`src/rtl/vec_packer_if.sv`:
```
// Handshake bundle between a scalar stream producer, the vector packer and the
// vector consumer. master = the environment side, slave = the packer.
interface vec_packer_if #(
    parameter int Elements = 8,
    parameter int Width    = 8
) ();
    localparam int CW = $clog2(Elements + 1);

    logic signed [Width-1:0]        in_data;
    logic                           in_valid;
    logic                           in_last;
    logic                           in_ready;
    logic [Elements-1:0][Width-1:0] out_vec;
    logic [CW-1:0]                  out_count;
    logic                           out_valid;
    logic                           out_ready;

    modport master (
        output in_data, in_valid, in_last, out_ready,
        input  in_ready, out_vec, out_count, out_valid
    );

    modport slave (
        input  in_data, in_valid, in_last, out_ready,
        output in_ready, out_vec, out_count, out_valid
    );
endinterface

```
`src/rtl/vec_packer.sv`:
```
// Packs a signed scalar stream into an Elements-lane vector; in_last closes a
// vector early and unfilled lanes stay zero so a downstream adder tree sums correctly.
//
//   state | meaning
//   FILL  | assembling lanes, in_ready=1
//   HOLD  | vector presented on out_vec, in_ready follows out_ready
module vec_packer #(
    parameter int Elements = 8,
    parameter int Width    = 8
) (
    input  logic        clk_in,
    input  logic        rst_in,
    vec_packer_if.slave bus
);
    localparam int IW     = (Elements > 1) ? $clog2(Elements) : 1;
    localparam int CW     = $clog2(Elements + 1);
    localparam bit SINGLE = (Elements == 1);

    typedef enum logic {FILL, HOLD} state_t;

    state_t                         state_q, state_d;
    logic [IW-1:0]                  idx_q, idx_d;
    logic [Elements-1:0][Width-1:0] vec_q, vec_d;
    logic [CW-1:0]                  count_q, count_d;
    logic                           valid_q, valid_d;
    logic                           in_ready;
    logic                           accept;
    logic                           xfer;

    assign in_ready = !rst_in && ((state_q == FILL) || bus.out_ready);
    assign accept   = bus.in_valid & in_ready;
    assign xfer     = valid_q & bus.out_ready;

    always_comb begin
        state_d = state_q;
        idx_d   = idx_q;
        vec_d   = vec_q;
        count_d = count_q;
        valid_d = valid_q;
        case (state_q)
            FILL: begin
                if (accept) begin
                    for (int i = 0; i < Elements; i++) begin
                        if (IW'(i) == idx_q) vec_d[i] = bus.in_data;
                    end
                    idx_d = idx_q + IW'(1);
                    if ((idx_q == IW'(Elements - 1)) || bus.in_last) begin
                        state_d = HOLD;
                        valid_d = 1'b1;
                        count_d = CW'(idx_q) + CW'(1);
                        idx_d   = '0;
                    end
                end
            end
            HOLD: begin
                if (xfer) begin
                    vec_d   = '0;
                    idx_d   = '0;
                    count_d = '0;
                    valid_d = 1'b0;
                    state_d = FILL;
                    // An accept here can only coincide with a transfer; it opens the next vector.
                    if (accept) begin
                        vec_d[0] = bus.in_data;
                        if (SINGLE || bus.in_last) begin
                            state_d = HOLD;
                            valid_d = 1'b1;
                            count_d = CW'(1);
                        end else begin
                            idx_d = IW'(1);
                        end
                    end
                end
            end
            default: state_d = FILL;
        endcase
    end

    always_ff @(posedge clk_in) begin
        if (rst_in) begin
            state_q <= FILL;
            idx_q   <= '0;
            vec_q   <= '0;
            count_q <= '0;
            valid_q <= 1'b0;
        end else begin
            state_q <= state_d;
            idx_q   <= idx_d;
            vec_q   <= vec_d;
            count_q <= count_d;
            valid_q <= valid_d;
        end
    end

    assign bus.in_ready  = in_ready;
    assign bus.out_vec   = vec_q;
    assign bus.out_count = count_q;
    assign bus.out_valid = valid_q;
endmodule

```
`src/flat_wrapper.sv`:
```
// flat-port wrapper written by rule: the top's interface ports become plain ports
module vec_packer_flat 
#(
    parameter int Elements = 8,
    parameter int Width    = 8
)
  (clk_in, rst_in, bus_in_data, bus_in_valid, bus_in_last, bus_out_ready, bus_in_ready, bus_out_vec, bus_out_count, bus_out_valid);
  vec_packer_if #(.Elements(Elements), .Width(Width)) bus_i ();
  input  logic clk_in;
  input  logic rst_in;
  input wire logic [$bits(bus_i.in_data)-1:0] bus_in_data;
  input wire logic [$bits(bus_i.in_valid)-1:0] bus_in_valid;
  input wire logic [$bits(bus_i.in_last)-1:0] bus_in_last;
  input wire logic [$bits(bus_i.out_ready)-1:0] bus_out_ready;
  output wire logic [$bits(bus_i.in_ready)-1:0] bus_in_ready;
  output wire logic [$bits(bus_i.out_vec)-1:0] bus_out_vec;
  output wire logic [$bits(bus_i.out_count)-1:0] bus_out_count;
  output wire logic [$bits(bus_i.out_valid)-1:0] bus_out_valid;
  assign bus_i.in_data = bus_in_data;
  assign bus_i.in_valid = bus_in_valid;
  assign bus_i.in_last = bus_in_last;
  assign bus_i.out_ready = bus_out_ready;
  assign bus_in_ready = bus_i.in_ready;
  assign bus_out_vec = bus_i.out_vec;
  assign bus_out_count = bus_i.out_count;
  assign bus_out_valid = bus_i.out_valid;
  vec_packer #(.Elements(Elements), .Width(Width)) u_core (.clk_in(clk_in), .rst_in(rst_in), .bus(bus_i));
endmodule
```
`config.mk`:
```
export PLATFORM = sky130hd
export DESIGN_NAME = vec_packer_flat
export DESIGN_NICKNAME = d
export VERILOG_FILES = /design/src/rtl/vec_packer_if.sv /design/src/rtl/vec_packer.sv /design/src/flat_wrapper.sv
export SDC_FILE = /design/constraint.sdc
export NUM_CORES = 1
export LEC_CHECK = 0
export ABC_CLOCK_PERIOD_IN_PS = 2100
export BUFFER_PORTS_ARGS = -buffer_cell sky130_fd_sc_hd__buf_2
export CAP_MARGIN = 30
export CORE_ASPECT_RATIO = 0.7
export CORE_MARGIN = 8
export CORE_UTILIZATION = 52
export DETAILED_ROUTE_END_ITERATION = 8
export GPL_ROUTABILITY_DRIVEN = 0
export PLACE_DENSITY_LB_ADDON = 0.25
export SYNTH_ARGS = -nofsm -noshare
export SYNTH_HDL_FRONTEND = slang
export SYNTH_SLANG_ARGS = --single-unit
```
`constraint.sdc`:
```
create_clock -name clk_in -period 2.1 [get_ports clk_in]
set_input_delay 0.21 -clock clk_in [delete_from_list [all_inputs] [get_ports clk_in]]
set_output_delay 0.21 -clock clk_in [all_outputs]
set_load 0.01 [all_outputs]
```
Yosys cells after proc, flatten, opt, wreduce, memory -nomap -nowiden. Index checks and enable logic that the tools add are counted.

Input bits: 13. Logic and storage cells: 85. Bits in registers: 73. Output and inout port bits: 70.

Equality and inequality tests: 19. Mux-type cells: 34. Add/sub/neg operators: 2. Bitwise logic cells: 3. Reductions and logical operators: 15.

Operators with widths (count): 64-bit two-way mux (2); 64-bit case mux with 2 select lines (1); 8-bit two-way mux (9); 3-bit AND reduction (9); 2-bit inequality test (second input constant) (10); 4-bit two-way mux (4); 3-bit == test (first input constant) (4); 3-bit two-way mux (4); 1-bit two-way mux (10); 4-bit case mux with 2 select lines (1); 2-bit by 3-bit == test with 1-bit output (first input constant) (2); 3-bit case mux with 2 select lines (1); 3-bit by 1-bit adder with 4-bit output (second input constant) (1); 1-bit case mux with 2 select lines (2); 3-bit by 1-bit adder with 3-bit output (second input constant) (1); 1-bit by 3-bit == test with 1-bit output (first input constant) (1); 3-bit == test (second input constant) (1); 3-bit zero test (1); 1-bit AND (2); 1-bit logical OR (2); 2-bit by 1-bit inequality test with 1-bit output (second input constant) (1); 2-bit AND reduction (1); 1-bit logical AND (1); 1-bit zero test (1); 1-bit inverter (1).

Logic depth before layout (Yosys ltp).
Depth in word-level cells: 7. Mapped depth: 7. Gate-level depth less buffers: 5.

Worst setup path before layout. No wires, ideal clock.

Kind: reg2reg. From: reg u_core.idx_q[0]. To: reg u_core.idx_q[2]. Library setup time: 70 ps. Path buffers: 0. Setup slack: 461 ps. Required time: 2030 ps. Period minus slack after synthesis: 1639 ps. Arrival time: 1568 ps. Stages on the path, launching flop included: 6. Path through: dfxtp_1 > ha_1 > ha_1 > or2_2 > or4_1 > a21oi_1.

Cells in the longest elaborated chain, start to end: 5. Elaborated cells on any way between the ends: 6. Classes of those cells: add/sub (1); eq/ne (1); mux (3); reduce/logical (1).

Ends and longest elaborated chain: start, declared (RTL line vec_packer.sv:22) `logic [IW-1:0] idx_q, idx_d;`; start signal, assigned (RTL line vec_packer.sv:88) `idx_q <= idx_d;`; parallel branches: the longest is 2 deep, another holds 3-bit by 1-bit adder with 3-bit output; 3-bit two-way mux (*) (RTL line vec_packer.sv:47) `if ((idx_q == IW'(Elements - 1)) || bus.in_last) begin`; 3-bit two-way mux (*) (RTL line vec_packer.sv:42) `if (accept) begin`; 3-bit case mux with 2 select lines (*) (RTL line vec_packer.sv:40) `case (state_q)`.

Mark *: on every way between the ends. The select of a mux whose other input is x is not followed. A chain may end at the register's enable or synchronous reset.

Worst setup path in the final report.
From: reg u_core.idx_q[0]. To: reg u_core.idx_q[0].

Same word-level chain as after synthesis.

==> results_dict.tcl <==
set metrics [dict create \
    stdcell_area_sq_um 3840 \
    power_mw 2.84 \
    synth.area.top_cells "dfxtp_1, mux2i_1, nand2_1" \
    synth_top_area_share 0.461 \
    mostFrequentLayoutCells "buf_2, dfxtp_1, nand2_1, mux2i_1, nand3_1" \
    multi_input_area_sq_um 1570 \
    crit_fanout 6 \
    drt_wl_total_um 8630 \
    vdd_drop_max_mv 0.380 \
    synth-simple-area-share 0.209 \
    final_core_util 0.660 \
    hold_class "primary input to register" \
    vias 2819 \
    crit_chain "ha_1 > ha_1 > nor3_1 > a221oi_1 > a311oi_1" \
    min_period_ns 1.84 \
    synth_seq_area_share 0.461 \
    insertion_delay_ns 0.35 \
    hpwl_um 6320 \
    die_h_um 81.4 \
    post_cts_resized 0 \
    dpl.cell_count 485 \
    placement.io_buffers 82 \
    grt_max_degree 48 \
    synth-xor-area-share 0 \
    min_to "u_core.bus.out_vec[3]" \
    nets 440 \
    yosysWarnings 0 \
    netlist_area_sq_um 3170 \
    hold_depth 3 \
    cts_sinks 73 \
    synth_compound_area_frac 0.132 \
    slowest_stage "nor3_1" \
    root_buffer "clkbuf_8" \
    grt_overflow 0 \
    cp_top_family "simple AND/OR/NAND/NOR gates" \
    layout-drive-gt1-share 0.284 \
    grt_pass1_vias 2701 \
    worstPathRequired_ns 2.37 \
    power_density_nw_per_um2 741 \
    antennaDiodeCount 0 \
    cts_tree "built" \
    fin_crit_sh 0.876 \
    final_max_slew_viol_count 0 \
    hold_viol_final 0 \
    dpl_cell_area_sq_um 3640 \
    htreeDepth 3 \
    n_fill_cell 481 \
    synth_cell_types 41 \
    p_leak_nw 1.90 \
    place_ws_ns 0.292 \
    synth_fp_nets 366 \
    relSlewSlack 0.555 \
    r2r_start "u_core.idx_q[0]" \
    layout.cells.most_common "buf_2" \
    cpMostUsedCell "ha_1" \
    dr.pass1.iters 4 \
    r2r-end "u_core.idx_q[0]" \
    netlist_instances 347 \
    grt_pass1_wl_um 13600 \
    async_reset_ff_frac 0 \
    die_w_um 109 \
    avgViaCountPerCell 5.63 \
    clkTransAtPathRegs_ns 0.08 \
    area_growth_pct 21.0 \
    synth_area_leader_cell "dfxtp_1" \
    max_freq_mhz 543 \
    clockBufferDepth 2 \
    setup_ws_ns 0.260 \
    hold_buffers 0 \
    synth_edf_count 0 \
    antenna_found_initial 0 \
    synth_ff_type "dfxtp_1" \
    final_cell_count_no_fill 501 \
    dieArea_sq_um 8900 \
    path_buf_inv 0 \
    grtUsageTotal 0.197 \
    maxCapViolations 0 \
    synth_top_family_by_area "simple AND/OR/NAND/NOR gates" \
    worst_pin_slew_ns 0.667 \
    ant_nets 0 \
    ff2ff_setup_slack_ns 0.26 \
    ff_latch_area_sq_um 1460 \
    cts-buffers-inserted 9 \
    cp-start-kind "register" \
    first_iter_violations 170 \
    drc 0 \
    endpoint_kind "register" \
    syn_area_per_cell_sq_um 9.14 \
    coreArea_sq_um 5810 \
    setup_viol 0 \
    rsz0062_at_grt "false" \
    skew_ns 0.00541 \
    max_stage_delay_ns 0.51 \
    worst-setup-path-type "register to register" \
    rr_worst_depth 5 \
    holdWs_ns 0.152 \
    arrival_ns 2.11 \
    initial_core_util 0.546 \
    synth_mux_area_frac 0.131 \
    holdCritStartpoint "bus_in_data[3]" \
    status "complete, no violations" \
    wl_per_cell_um 17.2 \
    fin_tns_setup_ns 0 \
    rows 23 \
    yosys_register_bits 73 \
    ioPinCount 83 \
    synth_fa_ha_area_frac 0.0237 \
    cts_setup_buffers 0 \
]
==> layout make-up <==
cell class | instances | share of cell area
sequential | 73 | 0.381
clock buffer | 11 | 0.0368
inverter | 5 | 0.00489
clock inverter | 5 | 0.0143
tap | 75 | 0.0244
multi-input combinational | 240 | 0.409
timing repair buffer | 92 | 0.130
==> state kept, by name, indices dropped and copies added (netlist names) <==
signal / count
u_core.bus.out_count: 4
u_core.state_q: 1
u_core.bus.out_vec: 64
u_core.bus.out_valid: 1
u_core.idx_q: 3
==> power breakdown <==
| part | switching, mW | internal (mW) |
|---|---|---|
| Clock | 0.534 | 0.577 |
| Combinational | 0.178 | 0.110 |
| Sequential | 0.0258 | 1.42 |
| Total | 0.738 | 2.11 |
==> synth_stat cells (all sizes together), types with 2 or more instances <==
cell type  number
dfxtp          73
nand2          49
mux2i          38
nand3          35
a21oi          32
clkbuf         19
nor2b          14
o21ai          11
buf            10
nand2b          9
o211ai          9
ha              6
inv             5
a21o            3
mux2            3
nor2            3
or4             3
and4bb          2
nand4bb         2
o22ai           2
or2             2
==> worst max path at each step <==
stage	endpoint	from	cells after the start	slack, ns
2_1_floorplan	u_core.idx_q[2]	u_core.idx_q[0]	5	0.46
3_3_place_gp	u_core.bus.out_valid	u_core.idx_q[0]	5	0.29
3_5_place_dp	u_core.idx_q[0]	u_core.idx_q[0]	5	0.29
4_1_cts	u_core.idx_q[0]	u_core.idx_q[0]	5	0.28
5_1_grt	u_core.idx_q[0]	u_core.idx_q[0]	5	0.1
6_report	u_core.idx_q[0]	u_core.idx_q[0]	5	0.26
==> cell families (layout without fill, tap and decap cells) <==
logic type / after synthesis / in the layout
AOI/OAI and AO/OA: 66 / 66
adders and majority gates: 6 / 6
buffers and inverters: 34 / 113
DFF: 73 / 73
muxes: 41 / 41
and+or+nand+nor: 127 / 127
==> worst reg2reg max path: cells and delay by family (launching register included) <==
family,cells,cell delay [ns]
compound gates,2,0.42
flops,1,0.35
fa+ha+maj,2,0.47
simple gates,1,0.51
==> routing by layer <==
layer / routed length [um] / vias up / global-route usage
met4: 99 / 0 / 0.0483
met2: 3890 / 118 / 0.298
li1: - / 1364 / -
met3: 1030 / 8 / 0.0854
met5: 0 / - / 0
met1: 3610 / 1329 / 0.254
No activity file was read; power rests on OpenSTA's default activity.
